$ cat config.mk
export PLATFORM = sky130hd
export DESIGN_NAME = s2p_lane_arbiter
export DESIGN_NICKNAME = d
export VERILOG_FILES = /design/src/rtl/s2p_lane_arbiter.sv
export SDC_FILE = /design/constraint.sdc
export NUM_CORES = 1
export LEC_CHECK = 0
export ABC_AREA = 1
export CORE_ASPECT_RATIO = 1.5
export CORE_MARGIN = 10
export CORE_UTILIZATION = 35
export CTS_CLUSTER_DIAMETER = 60
export DETAILED_ROUTE_END_ITERATION = 12
export PLACE_DENSITY = 0.58
export SLEW_MARGIN = 20
export SYNTH_ARGS = -nofsm -noshare
export SYNTH_HDL_FRONTEND = slang
export SYNTH_SLANG_ARGS = --single-unit
$ cat constraint.sdc
create_clock -name clk -period 3 [get_ports clk]
set_clock_uncertainty 0.1 [all_clocks]
set_input_delay 0.9 -clock clk [delete_from_list [all_inputs] [get_ports clk]]
set_output_delay 0.9 -clock clk [all_outputs]
set_load 0.005 [all_outputs]
$ cat src/rtl/s2p_lane_arbiter.sv
// Round-robin arbiter sharing one valid/ready byte bus among NCH deserializer lanes.
// Each lane has a 2-entry FIFO and a sticky overflow flag. The output register carries a lane tag.
module s2p_lane_arbiter #(
   parameter int NCH = 4,
   parameter int DW  = 8,
   parameter int CHW = 2
) (
   input  logic                 clk,
   input  logic                 rstn,
   input  logic [NCH*DW-1:0]    in_data,
   input  logic [NCH-1:0]       in_valid,
   output logic [DW-1:0]        out_data,
   output logic [CHW-1:0]       out_ch,
   output logic                 out_valid,
   input  logic                 out_ready,
   output logic [NCH-1:0]       ovf,
   input  logic [NCH-1:0]       ovf_clr
);

   logic [DW-1:0]     out_data_reg;
   logic [CHW-1:0]    out_ch_reg;
   logic              out_valid_reg;
   logic [CHW-1:0]    ptr_reg;
   logic [NCH-1:0]    ovf_reg;

   logic              free;
   logic [NCH-1:0]    not_empty;
   logic [NCH-1:0]    drop;
   logic [NCH-1:0]    grant_vec;
   logic [NCH*DW-1:0] head_flat;
   logic              found;
   logic [CHW-1:0]    grant_idx;
   logic [CHW-1:0]    cand;

   assign free = !out_valid_reg || out_ready;

   genvar gi;
   generate
      for (gi = 0; gi < NCH; gi++) begin : g_lane
         logic [DW-1:0] mem_reg [2];
         logic          wr_ptr_reg;
         logic          rd_ptr_reg;
         logic [1:0]    count_reg;
         logic          full;
         logic          push;
         logic          pop;

         assign full  = count_reg[1];
         assign pop   = grant_vec[gi];
         // A full lane still accepts a word when its head leaves in the same cycle.
         assign push  = in_valid[gi] && (!full || pop);
         assign drop[gi]      = in_valid[gi] && full && !pop;
         assign not_empty[gi] = (count_reg != 2'd0);
         assign head_flat[gi*DW +: DW] = mem_reg[rd_ptr_reg];

         always_ff @(posedge clk) begin
            if (push)
               mem_reg[wr_ptr_reg] <= in_data[gi*DW +: DW];
         end

         always_ff @(posedge clk) begin
            if (!rstn) begin
               wr_ptr_reg <= 1'b0;
               rd_ptr_reg <= 1'b0;
               count_reg  <= 2'd0;
            end else begin
               if (push)
                  wr_ptr_reg <= ~wr_ptr_reg;
               if (pop)
                  rd_ptr_reg <= ~rd_ptr_reg;
               count_reg <= count_reg + {1'b0, push} - {1'b0, pop};
            end
         end
      end
   endgenerate

   // Candidates are occupancy before this cycle's pushes, so a new word costs one extra cycle.
   always_comb begin
      found     = 1'b0;
      grant_idx = ptr_reg;
      grant_vec = '0;
      cand      = '0;
      if (free) begin
         for (int k = 1; k <= NCH; k++) begin
            cand = CHW'((int'(ptr_reg) + k) % NCH);
            if (!found && not_empty[cand]) begin
               found     = 1'b1;
               grant_idx = cand;
            end
         end
      end
      if (found)
         grant_vec[grant_idx] = 1'b1;
   end

   always_ff @(posedge clk) begin
      if (!rstn) begin
         out_data_reg  <= '0;
         out_ch_reg    <= '0;
         out_valid_reg <= 1'b0;
         ptr_reg       <= CHW'(NCH - 1);
         ovf_reg       <= '0;
      end else begin
         if (free) begin
            if (found) begin
               out_data_reg  <= head_flat[grant_idx*DW +: DW];
               out_ch_reg    <= grant_idx;
               out_valid_reg <= 1'b1;
               ptr_reg       <= grant_idx;
            end else begin
               out_valid_reg <= 1'b0;
            end
         end
         ovf_reg <= (ovf_reg & ~ovf_clr) | drop;
      end
   end

   assign out_data  = out_data_reg;
   assign out_ch    = out_ch_reg;
   assign out_valid = out_valid_reg;
   assign ovf       = ovf_reg;

endmodule

==> impl_metrics.py, run 1 <==
metrics = {
    "run_status": {
        "outcome": "finished clean",
    },
    "worst_hold_path": {
        "min_to": "ovf[3]$_SDFF_PN0_",
        "hold_path_depth": 2,
        "hp-class": "reg -> reg",
        "worstHoldStart": "ovf[3]$_SDFF_PN0_",
    },
    "global_route": {
        "grt_use_total_pct": 10.8,
        "grt_pass1_wl_um": 15200,
        "grt_overflow_total": 0,
        "antenna_found_initial": 0,
        "grt_pass1_vias": 3058,
        "grt_max_degree": 19,
    },
    "cells_and_area": {
        "post-route-cell-area_um2": 5830,
        "drive_gt1_share_pct": 17.6,
        "final_common_cell": "nand2_1",
        "final_cell_mix": "92 x nand2_1, 64 x edfxtp_1, 57 x clkdlybuf4s50_1, 41 x nand3_1, 37 x buf_4",
        "n_antenna_cell": 0,
        "multi_input_comb_area_um2": 1570,
        "finalNonFillerCells": 673,
        "seq_area_um2": 2670,
        "fill_cells": 1195,
        "largest_reg_flops": 64,
        "area_delta_synth_final_pct": 30.8,
        "nets": 563,
    },
    "critical_path": {
        "end_kind": "register",
        "cp_max_fo": 6,
        "r2r_end": "g_lane[1].count_reg[1]$_SDFF_PN0_",
        "start_kind": "input port",
        "rr_startpoint": "g_lane[2].count_reg[1]$_SDFF_PN0_",
        "worstPathRequired_ps": 3130,
        "ff2ff_path_depth": 20,
        "r2r_setup_slack_ps": 290,
        "worst-setup-path-type": "in -> reg",
        "cp.arrival_ps": 2940,
    },
    "route": {
        "vias": 3075,
        "viasPerCell": 4.57,
        "firstDrtPassIters": 6,
        "post-route-drc-count": 0,
        "drt_iter0_drc": 142,
        "wl_um": 9400,
        "antenna_left": 0,
        "wl_per_cell_um": 14.0,
    },
    "sta": {
        "finalHoldViolCount": 0,
        "slew_violations": 0,
        "setup_viol": 0,
        "worst_slack_ps": 190,
        "relSlewSlack_pct": 67.7,
        "worst_pin_slew_ps": 483,
        "max_freq_ghz": 0.356,
        "fin_crit_sh_pct": 93.7,
        "fin_crit_ps": 2810,
        "rsz0062_at_grt": "false",
    },
    "yosys": {
        "syn_nets": 469,
        "ys_ff_latch": 101,
        "synth_area_leaders": "edfxtp_1 43%, dfxtp_1 17%, nand2_1 7.8%",
        "ys_seq_area_share_pct": 59.7,
        "synth_cell_type_count": 28,
        "synth_area_leader_cell": "edfxtp_1",
        "syn_inst": 418,
        "yosysWarnings": 0,
        "postSynthAreaPerCell_um2": 10.7,
        "syn-cell-area_um2": 4460,
        "synth.top_cell.area_share_pct": 43.1,
    },
    "placement": {
        "dp_hpwl_um": 7490,
        "post-place-cells": 656,
        "routabilityCongestion": 0.767,
        "place_area_um2": 5440,
        "preCtsSetupSlack_ps": -217,
        "portBuffers": 57,
    },
    "run": {
        "cap_violations": 0,
    },
    "cts": {
        "cts_tree": "yes",
        "clkLatencyLatePin_ps": 340,
        "clock_path_buffers": 2,
        "hold_buffers": 0,
        "cts_buffers": 9,
        "clock_sinks": 101,
        "ctsHtreeMaxLevel": 3,
        "cts.clk_slew.worst_paths_ps": 70,
        "clock-root-buffer": "clkbuf_16",
    },
    "floorplanning": {
        "core_area_um2": 12500,
        "ios": 58,
        "dieArea_um2": 17700,
        "start_util_pct": 35.6,
        "die_w_um": 112,
        "die_y_um": 158,
        "rows": 50,
    },
    "power_and_ir_drop": {
        "p_comb_share_pct": 48.0,
        "switching_power_mw": 2.39,
        "p_sw_share_pct": 37.7,
        "power_density_nw_per_um2": 1090,
        "p_seq_share_pct": 30.7,
        "clockPowerShare_pct": 21.3,
        "p_leak_nw": 2.44,
        "vdd_ir_drop_max_mv": 0.377,
        "p_int_mw": 3.95,
    },
}
[power groups by stage]
stage	clock, mW	combinational [mW]	sequential [mW]
finish	1.35	3.04	1.95
global route	1.43	3.43	1.98
CTS	1.38	3.05	1.94
detailed placement	0	3.03	1.98
global placement	0	2.99	1.96
floorplan	0	2.09	1.89
[synth_stat cells (all sizes together)]
library cell / count
edfxtp: 64
ha: 8
a21oi: 17
o211ai: 1
buf: 12
o21ai: 8
a31oi: 1
dfxtp: 37
clkbuf: 2
nand3: 48
mux2i: 32
nand2: 104
nor2: 39
inv: 38
xor2: 7
[worst max path at each step]
| stage | start | to | slack, ps | depth (start not counted) |
|---|---|---|---|---|
| final | out_ready | g_lane[1].count_reg[1]$_SDFF_PN0_ | 190 | 14 |
| after global routing | out_ready | g_lane[2].count_reg[1]$_SDFF_PN0_ | 3 | 14 |
| after CTS | out_ready | g_lane[1].count_reg[1]$_SDFF_PN0_ | 150 | 14 |
| after detailed placement | out_ready | g_lane[1].count_reg[1]$_SDFF_PN0_ | -220 | 14 |
| after global placement | out_ready | g_lane[1].count_reg[1]$_SDFF_PN0_ | -160 | 14 |
| after floorplan | out_ready | g_lane[3].count_reg[1]$_SDFF_PN0_ | 3 | 12 |
[final cells by class]
class                      instances  share of cell area, %
sequential                       101                   45.7
multi-input combinational        265                   26.8
timing repair buffer              97                   15.6
clock buffer                       9                   3.86
tap                              156                   3.35
inverter                          38                   2.49
clock inverter                     7                   2.19
[worst max-delay path: stages]
cell and delay, ps:
clkdlybuf4s50_1 470, nor2_2 50, buf_4 150, buf_12 130
nor2_8 140, nand3_2 110, nand2_2 70, nand2_1 60
ha_1 280, inv_1 40, ha_1 170, xor2_1 150
o21ai_0 160, a21oi_1 50
[cell families after synthesis]
kind of cell / synth area share (%)
xor gates and xnor gates: 1.37
buffers and inverters: 5.58
and+or+nand+nor: 20.6
AOI/OAI and AO/OA: 3.28
muxes: 7.18
DFF: 59.7
adders and majority gates: 2.24
[metrics by stage]
step	hold slack [ps]	setup TNS, ps	total power [mW]	util, %
floorplan	347	0	3.98	-
global placement	357	-482	4.95	43.5
detailed placement	354	-741	5.01	43.5
CTS	376	0	6.38	46.3
global route	394	0	6.84	46.6
finish	365	0	6.34	46.6
[timing repair]
item,4_1_cts,5_1_grt
endpoints found under the setup margin,0,4
resized for setup,0,9
buffers inserted,0,1
[routing by layer]
| layer | track usage [%] | vias up | part of all wire (%) |
|---|---|---|---|
| met2 | 19.3 | 57 | 53 |
| met4 | 5.21 | 0 | 1.8 |
| li1 | - | 1590 | - |
| met5 | 0 | - | 0 |
| met1 | 11.4 | 1417 | 41 |
| met3 | 2.69 | 11 | 4.4 |
No activity file was read; power rests on OpenSTA's default activity.
==> inputs of run 2 (changes only) <==
--- a/config.mk
+++ b/config.mk
@@ -8,10 +8,10 @@
 export ABC_AREA = 1
 export CORE_ASPECT_RATIO = 1.5
 export CORE_MARGIN = 10
-export CORE_UTILIZATION = 35
+export CORE_UTILIZATION = 50
 export CTS_CLUSTER_DIAMETER = 60
 export DETAILED_ROUTE_END_ITERATION = 12
-export PLACE_DENSITY = 0.58
+export PLACE_DENSITY = 0.77
 export SLEW_MARGIN = 20
 export SYNTH_ARGS = -nofsm -noshare
 export SYNTH_HDL_FRONTEND = slang
==> impl_metrics.py, run 2 (same netlist as run 1, synthesis figures left out) <==
metrics = {
    "run_status": {
        "outcome": "finished clean",
    },
    "critical_path": {
        "rr_startpoint": "ptr_reg[0]$_SDFFE_PN1P_",
        "ff2ff_path_depth": 21,
        "cp.arrival_ps": 2970,
        "worstPathRequired_ps": 3120,
        "end_kind": "register",
        "r2r_setup_slack_ps": 220,
        "worst-setup-path-type": "in -> reg",
        "r2r_end": "g_lane[1].count_reg[1]$_SDFF_PN0_",
        "cp_max_fo": 7,
        "start_kind": "input port",
    },
    "sta": {
        "relSlewSlack_pct": 53.4,
        "setup_viol": 0,
        "worst_pin_slew_ps": 698,
        "max_freq_ghz": 0.351,
        "fin_crit_sh_pct": 95.0,
        "worst_slack_ps": 151,
        "fin_crit_ps": 2850,
        "finalHoldViolCount": 0,
        "slew_violations": 0,
        "setup-tns-final_ps": 0,
    },
    "route": {
        "viasPerCell": 5.09,
        "post-route-drc-count": 0,
        "wl_per_cell_um": 15.2,
        "firstDrtPassIters": 7,
        "wl_um": 9320,
        "antenna_left": 0,
        "vias": 3132,
        "drt_iter0_drc": 164,
    },
    "placement": {
        "preCtsSetupSlack_ps": -336,
        "portBuffers": 57,
        "dp_hpwl_um": 7120,
        "routabilityCongestion": 0.838,
        "place_area_um2": 5270,
        "post-place-cells": 599,
    },
    "global_route": {
        "grt_overflow_total": 0,
        "grt_max_degree": 21,
        "grt_pass1_wl_um": 15200,
        "met3_usage_pct": 3.52,
        "grtUsageMet1_pct": 14.3,
        "grt_pass1_vias": 3253,
        "grt_use_met2_pct": 27.0,
        "grt_use_total_pct": 14.3,
        "grt_busiest_layer": "met2",
        "antenna_found_initial": 0,
    },
    "power_and_ir_drop": {
        "p_leak_nw": 2.34,
        "power_density_nw_per_um2": 1080,
        "vdd_ir_drop_max_mv": 0.650,
    },
    "cts": {
        "ctsHtreeMaxLevel": 3,
        "cts.clk_slew.worst_paths_ps": 60,
        "clock_sinks": 101,
        "clock_path_buffers": 2,
        "hold_buffers": 0,
        "cts_buffers": 9,
        "clkLatencyLatePin_ps": 350,
        "post_cts_buffers": 0,
        "clock-root-buffer": "clkbuf_16",
        "post_cts_resized": 0,
        "cts_tree": "yes",
    },
    "worst_hold_path": {
        "hp-class": "reg -> reg",
        "worstHoldStart": "ovf[0]$_SDFF_PN0_",
        "min_to": "ovf[0]$_SDFF_PN0_",
        "hold_path_depth": 2,
    },
    "cells_and_area": {
        "post-route-cell-area_um2": 5610,
        "area_delta_synth_final_pct": 25.8,
        "finalNonFillerCells": 615,
        "nets": 551,
        "final_cell_mix": "89 x nand2_1, 64 x edfxtp_1, 57 x clkdlybuf4s50_1, 40 x nand3_1, 35 x dfxtp_1",
        "largest_reg_flops": 64,
        "final_common_cell": "nand2_1",
        "drive_gt1_share_pct": 16.0,
        "n_antenna_cell": 0,
    },
    "floorplanning": {
        "start_util_pct": 50.8,
        "die_y_um": 136,
        "ios": 58,
        "rows": 42,
        "core_area_um2": 8780,
        "dieArea_um2": 13200,
        "die_w_um": 97.1,
    },
    "run": {
        "cap_violations": 0,
    },
}
run 2: cell types whose count changed in the layout (fill, tap and decap cells not counted), sizes merged:
cell      change
buf          -12
bufinv        -2
clkbuf        +2
inv           -2
clkinv        +1
clkinvlp      +1
run 2: worst max-delay path by stage:
stage                                                   end      start  slack [ps]
after global routing      g_lane[0].count_reg[1]$_SDFF_PN0_  out_ready         -30
after CTS                 g_lane[0].count_reg[1]$_SDFF_PN0_  out_ready          20
after global placement    g_lane[2].count_reg[1]$_SDFF_PN0_  out_ready        -240
final                     g_lane[1].count_reg[1]$_SDFF_PN0_  out_ready         150
after floorplan           g_lane[3].count_reg[1]$_SDFF_PN0_  out_ready           3
after detailed placement  g_lane[0].count_reg[1]$_SDFF_PN0_  out_ready        -340
run 2: layout make-up:
cell class                 count  area (µm²)
multi-input combinational    265        1590
clock inverter                 5        52.6
timing repair buffer          85         785
inverter                      38         148
tap                          110         138
sequential                   101        2670
fill                         676        3170
clock buffer                  11         233
run 2: through the flow:
step | power, mW | hold slack, ps | utilization (%)
after floorplan | 3.98 | 347 | -
after global placement | 4.76 | 355 | 60.1
after detailed placement | 4.89 | 359 | 60.1
after CTS | 6.01 | 367 | 63.3
after global routing | 6.49 | 384 | 63.9
final | 6.05 | 363 | 63.9
run 2: power breakdown:
group	switching, mW	total [mW]	internal, mW
clock network	0.470	1.11	0.643
registers	0.177	1.95	1.77
logic	1.73	2.98	1.26
run 2: layer usage:
metal  vias up  share of wire [%]
li1       1564                  -
met4         0                2.5
met3        21                4.1
met2        75                 56
met1      1472                 37
met5         -                  0
run 2: worst max-delay path, cell delays in order:
cell	delay, ps
clkdlybuf4s50_1	390
nor2_1	130
buf_6	170
inv_4	60
nand2_2	110
nand2_8	80
buf_4	140
nand2_4	70
nor2_4	40
ha_1	280
inv_1	50
ha_1	200
xor2_2	160
o21ai_1	140
a21oi_1	50
==> inputs of run 3 (changes only) <==
--- a/config.mk
+++ b/config.mk
@@ -8,11 +8,12 @@
 export ABC_AREA = 1
 export CORE_ASPECT_RATIO = 1.5
 export CORE_MARGIN = 10
-export CORE_UTILIZATION = 50
+export CORE_UTILIZATION = 52
+export CTS_BUF_LIST = sky130_fd_sc_hd__clkbuf_4 sky130_fd_sc_hd__clkbuf_8
 export CTS_CLUSTER_DIAMETER = 60
 export DETAILED_ROUTE_END_ITERATION = 12
-export PLACE_DENSITY = 0.77
-export SLEW_MARGIN = 20
+export PLACE_DENSITY = 0.8
+export SLEW_MARGIN = 5
 export SYNTH_ARGS = -nofsm -noshare
 export SYNTH_HDL_FRONTEND = slang
 export SYNTH_SLANG_ARGS = --single-unit
==> impl_metrics.py, run 3 (same netlist as run 1, synthesis figures left out) <==
metrics = {
    "route": {
        "drt_iter0_drc": 155,
        "viasPerCell": 5.02,
        "firstDrtPassIters": 5,
        "wl_per_cell_um": 14.8,
        "vias": 3089,
        "antenna_left": 0,
        "post-route-drc-count": 0,
        "wl_um": 9130,
    },
    "cts": {
        "clkLatencyLatePin_ps": 360,
        "clock_path_buffers": 2,
        "post_cts_buffers": 0,
        "cts_tree": "yes",
        "post_cts_resized": 0,
        "hold_buffers": 0,
        "cts_buffers": 9,
        "clock_sinks": 101,
        "clock-root-buffer": "clkbuf_8",
        "ctsHtreeMaxLevel": 3,
        "cts.clk_slew.worst_paths_ps": 90,
    },
    "worst_hold_path": {
        "hp-class": "reg -> reg",
        "min_to": "ovf[0]$_SDFF_PN0_",
        "worstHoldStart": "ovf[0]$_SDFF_PN0_",
        "hold_path_depth": 2,
    },
    "floorplanning": {
        "die_w_um": 95.6,
        "start_util_pct": 53.0,
        "ios": 58,
        "die_y_um": 133,
        "dieArea_um2": 12800,
        "rows": 41,
        "core_area_um2": 8410,
    },
    "global_route": {
        "grt_use_total_pct": 14.9,
        "grt_max_degree": 20,
        "grt_overflow_total": 0,
        "grt_pass1_wl_um": 14900,
        "antenna_found_initial": 0,
        "grt_pass1_vias": 3205,
    },
    "power_and_ir_drop": {
        "power_mw": 5.81,
        "p_leak_nw": 2.33,
        "power_density_nw_per_um2": 1050,
        "vdd_ir_drop_max_mv": 0.700,
    },
    "sta": {
        "rsz0062_at_grt": "false",
        "max_freq_ghz": 0.351,
        "worst_pin_slew_ps": 694,
        "slew_violations": 0,
        "worst_slack_ps": 150,
        "fin_crit_sh_pct": 95.0,
        "setup_viol": 0,
        "finalHoldViolCount": 0,
        "fin_crit_ps": 2850,
        "relSlewSlack_pct": 53.7,
    },
    "critical_path": {
        "rr_startpoint": "ptr_reg[0]$_SDFFE_PN1P_",
        "r2r_end": "g_lane[3].count_reg[1]$_SDFF_PN0_",
        "worstPathRequired_ps": 3150,
        "worst-setup-path-type": "in -> reg",
        "cp_max_fo": 7,
        "end_kind": "register",
        "r2r_setup_slack_ps": 240,
        "start_kind": "input port",
        "ff2ff_path_depth": 21,
        "cp.arrival_ps": 3000,
    },
    "placement": {
        "dp_hpwl_um": 7120,
        "routabilityCongestion": 0.920,
        "portBuffers": 57,
        "preCtsSetupSlack_ps": -313,
    },
    "run_status": {
        "outcome": "finished clean",
    },
    "cells_and_area": {
        "n_antenna_cell": 0,
        "fill_cells": 664,
        "largest_reg_flops": 64,
        "area_delta_synth_final_pct": 23.8,
        "final_common_cell": "nand2_1",
        "final_util_pct": 65.6,
        "nets": 554,
        "final_cell_mix": "92 x nand2_1, 64 x edfxtp_1, 57 x clkdlybuf4s50_1, 41 x nand3_1",
        "drive_gt1_share_pct": 15.4,
    },
    "run": {
        "cap_violations": 0,
    },
}
==> run 3: cell count changes in the layout (fill, tap and decap cells not counted), moves of 2 or more <==
cell       before  now
inv_4           3    1
nand2_2        10    7
clkbuf_8        0   10
xor2_2          2    0
clkbuf_1        2    0
xor2_1          5    7
clkbuf_16       9    0
buf_4          27   31
nand2_1        89   92
==> run 3: power by group <==
part / total (mW) / internal, mW / switching [mW]
registers: 1.94 / 1.77 / 0.171
logic: 2.95 / 1.24 / 1.71
clock network: 0.923 / 0.496 / 0.427
==> run 3: layout make-up <==
class | instances | area (µm²) | area share (%)
Clock inverter | 5 | 73.8 | 1.34
Timing Repair Buffer | 88 | 803 | 14.6
Clock buffer | 11 | 145 | 2.63
Tap cell | 107 | 134 | 2.43
Multi-Input combinational cell | 265 | 1550 | 28.1
Sequential cell | 101 | 2670 | 48.3
Inverter | 38 | 145 | 2.63
==> run 3: stage by stage <==
| stage | instance area, µm² | TNS, ps | cells | hold slack [ps] |
|---|---|---|---|---|
| detailed placement | 5290 | -2940 | 599 | 362 |
| CTS | 5510 | 0 | 615 | 373 |
| finish | 5520 | 0 | 615 | 368 |
| floorplan | 4460 | 0 | 418 | 347 |
| global placement | 5290 | -770 | 599 | 352 |
| global route | 5520 | 0 | 615 | 389 |
==> run 3: how the worst max path moves through the flow <==
stage	depth (start not counted)	start	endpoint
detailed placement	15	out_ready	g_lane[2].count_reg[1]$_SDFF_PN0_
global placement	15	out_ready	g_lane[2].count_reg[1]$_SDFF_PN0_
global route	15	out_ready	g_lane[1].count_reg[1]$_SDFF_PN0_
CTS	15	out_ready	g_lane[0].count_reg[1]$_SDFF_PN0_
finish	15	out_ready	g_lane[2].count_reg[1]$_SDFF_PN0_
floorplan	12	out_ready	g_lane[3].count_reg[1]$_SDFF_PN0_
==> run 3: metal layers <==
| layer | wire, µm | share of wire [%] | GRT usage, % |
|---|---|---|---|
| met2 | 5150 | 56 | 27.5 |
| met1 | 3310 | 36 | 15.2 |
| met5 | 0 | 0 | 0 |
| met4 | 277 | 3.0 | 7.73 |
| met3 | 388 | 4.3 | 2.70 |
==> run 3: critical path, cell delays in order <==
cell and delay [ps]:
clkdlybuf4s50_1 460, nor2_1 40, buf_4 160, inv_2 100
nand3_1 130, nand2_4 110, nand3_2 100, nand2_1 90
nand2_1 70, ha_1 280, inv_1 40, ha_1 180
xor2_1 150, o21ai_0 140, a21oi_1 50
